===== config.mk =====
export PLATFORM = sky130hd
export DESIGN_NAME = ysyx_24110006_store_unit
export DESIGN_NICKNAME = d
export VERILOG_FILES = /design/src/rtl/ysyx_24110006_pkg.sv /design/src/rtl/ysyx_24110006_store_fmt.sv /design/src/rtl/ysyx_24110006_store_unit.sv
export SDC_FILE = /design/constraint.sdc
export NUM_CORES = 1
export LEC_CHECK = 0
export CORE_ASPECT_RATIO = 1.25
export CORE_MARGIN = 2
export CORE_UTILIZATION = 42
export CTS_BUF_LIST = sky130_fd_sc_hd__clkbuf_16
export CTS_CLUSTER_DIAMETER = 200
export DETAILED_ROUTE_END_ITERATION = 12
export GPL_ROUTABILITY_DRIVEN = 0
export HOLD_SLACK_MARGIN = 0.1
export PLACE_DENSITY = 0.9
export SLEW_MARGIN = 20
export SYNTH_ARGS = -nofsm -noshare
export SYNTH_HDL_FRONTEND = slang
export SYNTH_SLANG_ARGS = --single-unit

===== constraint.sdc =====
create_clock -name i_clock -period 2.25 [get_ports i_clock]
set_clock_uncertainty 0.1 [all_clocks]
set_input_delay 0.675 -clock i_clock [delete_from_list [all_inputs] [get_ports i_clock]]
set_output_delay 0.675 -clock i_clock [all_outputs]
set_load 0.02 [all_outputs]

===== src/rtl/ysyx_24110006_pkg.sv =====
// Shared encodings for the ysyx_24110006 LSU bus initiators: access sizes,
// AXI response codes and the store-unit state set.
package ysyx_24110006_pkg;

   localparam logic [1:0] SZ_B = 2'd0;
   localparam logic [1:0] SZ_H = 2'd1;
   localparam logic [1:0] SZ_W = 2'd2;

   localparam logic [1:0] RESP_OKAY   = 2'b00;
   localparam logic [1:0] RESP_EXOKAY = 2'b01;
   localparam logic [1:0] RESP_SLVERR = 2'b10;
   localparam logic [1:0] RESP_DECERR = 2'b11;

   typedef enum logic [1:0] {
      ST_IDLE = 2'd0,
      ST_SEND = 2'd1,
      ST_RESP = 2'd2,
      ST_DONE = 2'd3
   } state_e;

endpackage


===== src/rtl/ysyx_24110006_store_fmt.sv =====
// Combinational store formatting: byte-lane shift of right-aligned data,
// strobe generation and the alignment/size legality check.
module ysyx_24110006_store_fmt
   import ysyx_24110006_pkg::*;
#(
   parameter int DATA_W = 32
) (
   input  logic [1:0]        off_i,
   input  logic [DATA_W-1:0] data_i,
   input  logic [1:0]        size_i,
   output logic [DATA_W-1:0] wdata_o,
   output logic [3:0]        wstrb_o,
   output logic              misaligned_o
);

   logic [3:0] base;

   always_comb begin
      base         = 4'b0000;
      misaligned_o = 1'b1;
      case (size_i)
         SZ_B: begin
            base         = 4'b0001;
            misaligned_o = 1'b0;
         end
         SZ_H: begin
            base         = 4'b0011;
            misaligned_o = off_i[0];
         end
         SZ_W: begin
            base         = 4'b1111;
            misaligned_o = |off_i;
         end
         default: begin
            // reserved size is treated exactly like a misaligned access
            base         = 4'b0000;
            misaligned_o = 1'b1;
         end
      endcase
      wdata_o = data_i << {off_i, 3'b000};
      wstrb_o = base << off_i;
   end

endmodule


===== src/rtl/ysyx_24110006_store_unit.sv =====
// AXI4-Lite write initiator: one core store becomes one AW/W/B transaction,
// with a single transaction outstanding and all bus outputs registered.
module ysyx_24110006_store_unit
   import ysyx_24110006_pkg::*;
#(
   parameter int ADDR_W = 32,
   parameter int DATA_W = 32
) (
   input  logic              i_clock,
   input  logic              i_reset,
   input  logic              i_req_valid,
   output logic              o_req_ready,
   input  logic [ADDR_W-1:0] i_req_addr,
   input  logic [DATA_W-1:0] i_req_data,
   input  logic [1:0]        i_req_size,
   output logic              o_rsp_valid,
   output logic              o_rsp_err,
   input  logic              i_rsp_ready,
   output logic [ADDR_W-1:0] o_axi_awaddr,
   output logic              o_axi_awvalid,
   input  logic              i_axi_awready,
   output logic [DATA_W-1:0] o_axi_wdata,
   output logic [7:0]        o_axi_wstrb,
   output logic              o_axi_wvalid,
   input  logic              i_axi_wready,
   input  logic [1:0]        i_axi_bresp,
   input  logic              i_axi_bvalid,
   output logic              o_axi_bready
);

   state_e            state_q, state_d;
   logic              awvalid_q, awvalid_d;
   logic              wvalid_q, wvalid_d;
   logic              bready_q, bready_d;
   logic              aw_done_q, aw_done_d;
   logic              w_done_q, w_done_d;
   logic              err_q, err_d;
   logic [ADDR_W-1:0] awaddr_q, awaddr_d;
   logic [DATA_W-1:0] wdata_q, wdata_d;
   logic [3:0]        wstrb_q, wstrb_d;

   logic [DATA_W-1:0] fmt_wdata;
   logic [3:0]        fmt_wstrb;
   logic              fmt_misaligned;
   logic              aw_hs, w_hs;

   ysyx_24110006_store_fmt #(.DATA_W(DATA_W)) u_fmt (
      .off_i        (i_req_addr[1:0]),
      .data_i       (i_req_data),
      .size_i       (i_req_size),
      .wdata_o      (fmt_wdata),
      .wstrb_o      (fmt_wstrb),
      .misaligned_o (fmt_misaligned)
   );

   assign aw_hs = awvalid_q & i_axi_awready;
   assign w_hs  = wvalid_q & i_axi_wready;

   always_comb begin
      state_d   = state_q;
      awvalid_d = awvalid_q;
      wvalid_d  = wvalid_q;
      bready_d  = bready_q;
      aw_done_d = aw_done_q;
      w_done_d  = w_done_q;
      err_d     = err_q;
      awaddr_d  = awaddr_q;
      wdata_d   = wdata_q;
      wstrb_d   = wstrb_q;
      case (state_q)
         ST_IDLE: begin
            if (i_req_valid) begin
               awaddr_d  = i_req_addr;
               wdata_d   = fmt_wdata;
               wstrb_d   = fmt_wstrb;
               aw_done_d = 1'b0;
               w_done_d  = 1'b0;
               if (fmt_misaligned) begin
                  err_d   = 1'b1;
                  state_d = ST_DONE;
               end else begin
                  err_d     = 1'b0;
                  awvalid_d = 1'b1;
                  wvalid_d  = 1'b1;
                  state_d   = ST_SEND;
               end
            end
         end
         ST_SEND: begin
            if (aw_hs) begin
               awvalid_d = 1'b0;
               aw_done_d = 1'b1;
            end
            if (w_hs) begin
               wvalid_d = 1'b0;
               w_done_d = 1'b1;
            end
            // bready is raised only once both channels have handed over
            if ((aw_done_q | aw_hs) && (w_done_q | w_hs)) begin
               bready_d = 1'b1;
               state_d  = ST_RESP;
            end
         end
         ST_RESP: begin
            if (i_axi_bvalid && bready_q) begin
               err_d    = (i_axi_bresp != RESP_OKAY);
               bready_d = 1'b0;
               state_d  = ST_DONE;
            end
         end
         ST_DONE: begin
            if (i_rsp_ready) begin
               err_d   = 1'b0;
               state_d = ST_IDLE;
            end
         end
         default: state_d = ST_IDLE;
      endcase
   end

   always_ff @(posedge i_clock) begin
      if (i_reset) begin
         state_q   <= ST_IDLE;
         awvalid_q <= 1'b0;
         wvalid_q  <= 1'b0;
         bready_q  <= 1'b0;
         aw_done_q <= 1'b0;
         w_done_q  <= 1'b0;
         err_q     <= 1'b0;
         awaddr_q  <= '0;
         wdata_q   <= '0;
         wstrb_q   <= '0;
      end else begin
         state_q   <= state_d;
         awvalid_q <= awvalid_d;
         wvalid_q  <= wvalid_d;
         bready_q  <= bready_d;
         aw_done_q <= aw_done_d;
         w_done_q  <= w_done_d;
         err_q     <= err_d;
         awaddr_q  <= awaddr_d;
         wdata_q   <= wdata_d;
         wstrb_q   <= wstrb_d;
      end
   end

   // ready is masked by reset so it reads 0 throughout the reset cycle
   assign o_req_ready   = (state_q == ST_IDLE) & ~i_reset;
   assign o_rsp_valid   = (state_q == ST_DONE);
   assign o_rsp_err     = err_q;
   assign o_axi_awaddr  = awaddr_q;
   assign o_axi_awvalid = awvalid_q;
   assign o_axi_wdata   = wdata_q;
   assign o_axi_wstrb   = {4'b0000, wstrb_q};
   assign o_axi_wvalid  = wvalid_q;
   assign o_axi_bready  = bready_q;

endmodule


==> metrics.yaml <==
status: "completed"
p_per_area_nw_per_um2: 936.0
synth_area_sq_um: 3412
multiInputGateArea_sq_um: 1674
synthDistinctLibCells: 43
ant_nets: 0
initial_core_util_pct: 43.53
core_area_sq_um: 7838
postCtsHoldBufs: 0
diodes: 0
crit_required_ns: 2.36
first_iter_violations: 136
fill_cells: 591
io_pins: 153
ctsResizeCount: 3
cp_max_fo: 8
synthTopCellsByArea: "dfxtp_1, nand2_1, a21oi_1, a22oi_1, nor2_1"
wl_per_cell_microns: 15.77
die_y_microns: 104.8
drive_gt1_share_pct: 11.40
grt_pass1_wl_microns: 15880
post-route-period-util_pct: 95.73
antenna_found_initial: 0
finalNetCount: 613
leakage_uw: 0.002026
fmax_mhz: 464.3
clk_pin_slew_worst_paths_ns: 0.06
synth_ff_type: "dfxtp_1"
post_cts_buffers: 0
yosysWarnings: 0
grt_max_degree: 79
htree_levels: 3
maxCapViolCount: 0
clockRootBuffer: "clkbuf_16"
rsz0062_at_grt: "no"
hold_viol: 0
die-area_sq_um: 8865
post-route-util_pct: 67.58
clk_latency_ns: 0.32
cts.sinks: 76
cts_tree: "built"
postSynthCellCount: 383
syn2layout_area_growth_pct: 55.23
drt-total-wl_microns: 9936
worstMarginPinSlew_ns: 0.7935
fp.dieW_microns: 84.62
slew_headroom_pct: 47.10
cts-buffers-inserted: 9
synth_most_common_cell: "nand2_1"
finalSetupViolations: 0
drc: 0
cp-start-kind: "primary input"
firstDrtPassIters: 8
synth.top_cell.area_share_pct: 44.59
synth_area_per_cell_sq_um: 8.909
hold_class: "reg2reg"
critPathKind: "in2reg"
clock_path_buffers: 2
period_minus_slack_ns: 2.154
holdWs_ns: 0.3548
synth_edf_count: 0
overflow: 0
dp_hpwl_microns: 7224
yosys-top-cells-count: "nand2_1, dfxtp_1, a21oi_1, nor2_1, a22oi_1"
maxSlewViolCount: 0
seq_area_sq_um: 1521
cp.arrival_ns: 2.27
cp-end-kind: "flop"
ys_async_sr_fraction_pct: 0
irDropWorstVdd_mv: 0.6666
synth_area_leader_cell: "dfxtp_1"
first_global_vias: 3353
port_buffers: 148
ys_ff_latch: 76
ys_seq_area_share_pct: 44.59
groute.usage.overall_pct: 22.21
vias_per_cell: 5.303
num_vias: 3341
rows: 36
## metal layers
| metal | part of all wire, % | up-vias | wire [microns] | global-route usage, % |
|---|---|---|---|---|
| met3 | 6.6 | 25 | 652 | 4.502 |
| met2 | 52 | 147 | 5160 | 39.26 |
| met1 | 37 | 1547 | 3719 | 24.07 |
| li1 | - | 1622 | - | - |
| met4 | 4.1 | 0 | 403 | 13.15 |
| met5 | 0 | - | 0 | 0 |
## critical path, stage by stage
cell and delay (ns):
clkdlybuf4s50_1 0.65, nand2_4 0.18, buf_4 0.20, nor2_1 0.14
a21oi_1 0.09, a311oi_1 0.32
## per-stage QoR
| stage | TNS (ns) | cell area (sq um) | total power (uW) | setup slack, ns | std cells |
|---|---|---|---|---|---|
| finish | 0 | 5296 | 4958 | 0.09599 | 630 |
| global route | 0 | 5296 | 5215 | 0.06970 | 630 |
| CTS | 0 | 5301 | 4991 | 0.01199 | 630 |
| detailed placement | -2.099 | 5012 | 3589 | -0.1572 | 615 |
| global placement | -0.6691 | 5012 | 3526 | -0.09033 | 615 |
| floorplan | 0 | 3423 | 2796 | 0.1772 | 386 |
## cells by family (layout without fill, tap and decap cells)
family          after synthesis  in the layout  share of synthesized area, %
simple gates                132            132                         16.94
compound gates               98             98                         20.61
flops                        76             76                         44.59
buf+inv                      42            191                         6.674
mux                          27             27                         8.508
fa+ha+maj                     7              7                         2.567
other cells                   1              4                        0.1099
## final cells by class
cell class	instances	area share [%]
Timing Repair Buffer	167	31.30
Sequential cell	76	28.73
Multi-Input combinational cell	268	31.61
Inverter	9	0.6378
Tap cell	95	2.244
Clock inverter	6	1.228
Clock buffer	9	4.252
## final timing paths
path,start,end,slack [ns],cells past startpoint
setup / recovery,i_req_valid,o_axi_wvalid,0.1,6
hold / removal,o_axi_awaddr[13],o_axi_awaddr[13],0.35,2
hold reg to reg,o_axi_awaddr[13],o_axi_awaddr[13],0.35,2
setup reg to reg,state_q[1],o_rsp_err,0.33,7
## placed cells by master, fill, tap and decap left out, drive strengths merged, types with 5 or more instances in the layout
master,Yosys,layout
a21oi,46,46
a222oi,9,9
a22oi,18,18
buf,23,21
clkbuf,10,10
clkdlybuf4s50,0,144
dfxtp,76,76
ha,7,7
inv,9,10
mux2,16,16
mux2i,11,11
nand2,85,85
nor2,35,35
nor3,5,5
o211ai,8,8
## sequential cells by signal, summed over array words and instances (netlist names)
name           cells
o_axi_wvalid       1
o_axi_wdata       32
o_axi_bready       1
wstrb_q            4
w_done_q           1
o_rsp_err          1
state_q            2
o_axi_awvalid      1
o_axi_awaddr      32
aw_done_q          1
## where the power goes
part           leakage (uW)  switching (uW)  total, uW  internal [uW]
clock network      0.000142             541       1390            853
registers          0.000622             127       1690           1560
logic               0.00126             990       1870            881
Note: power is estimated with default switching activity, not from simulation.
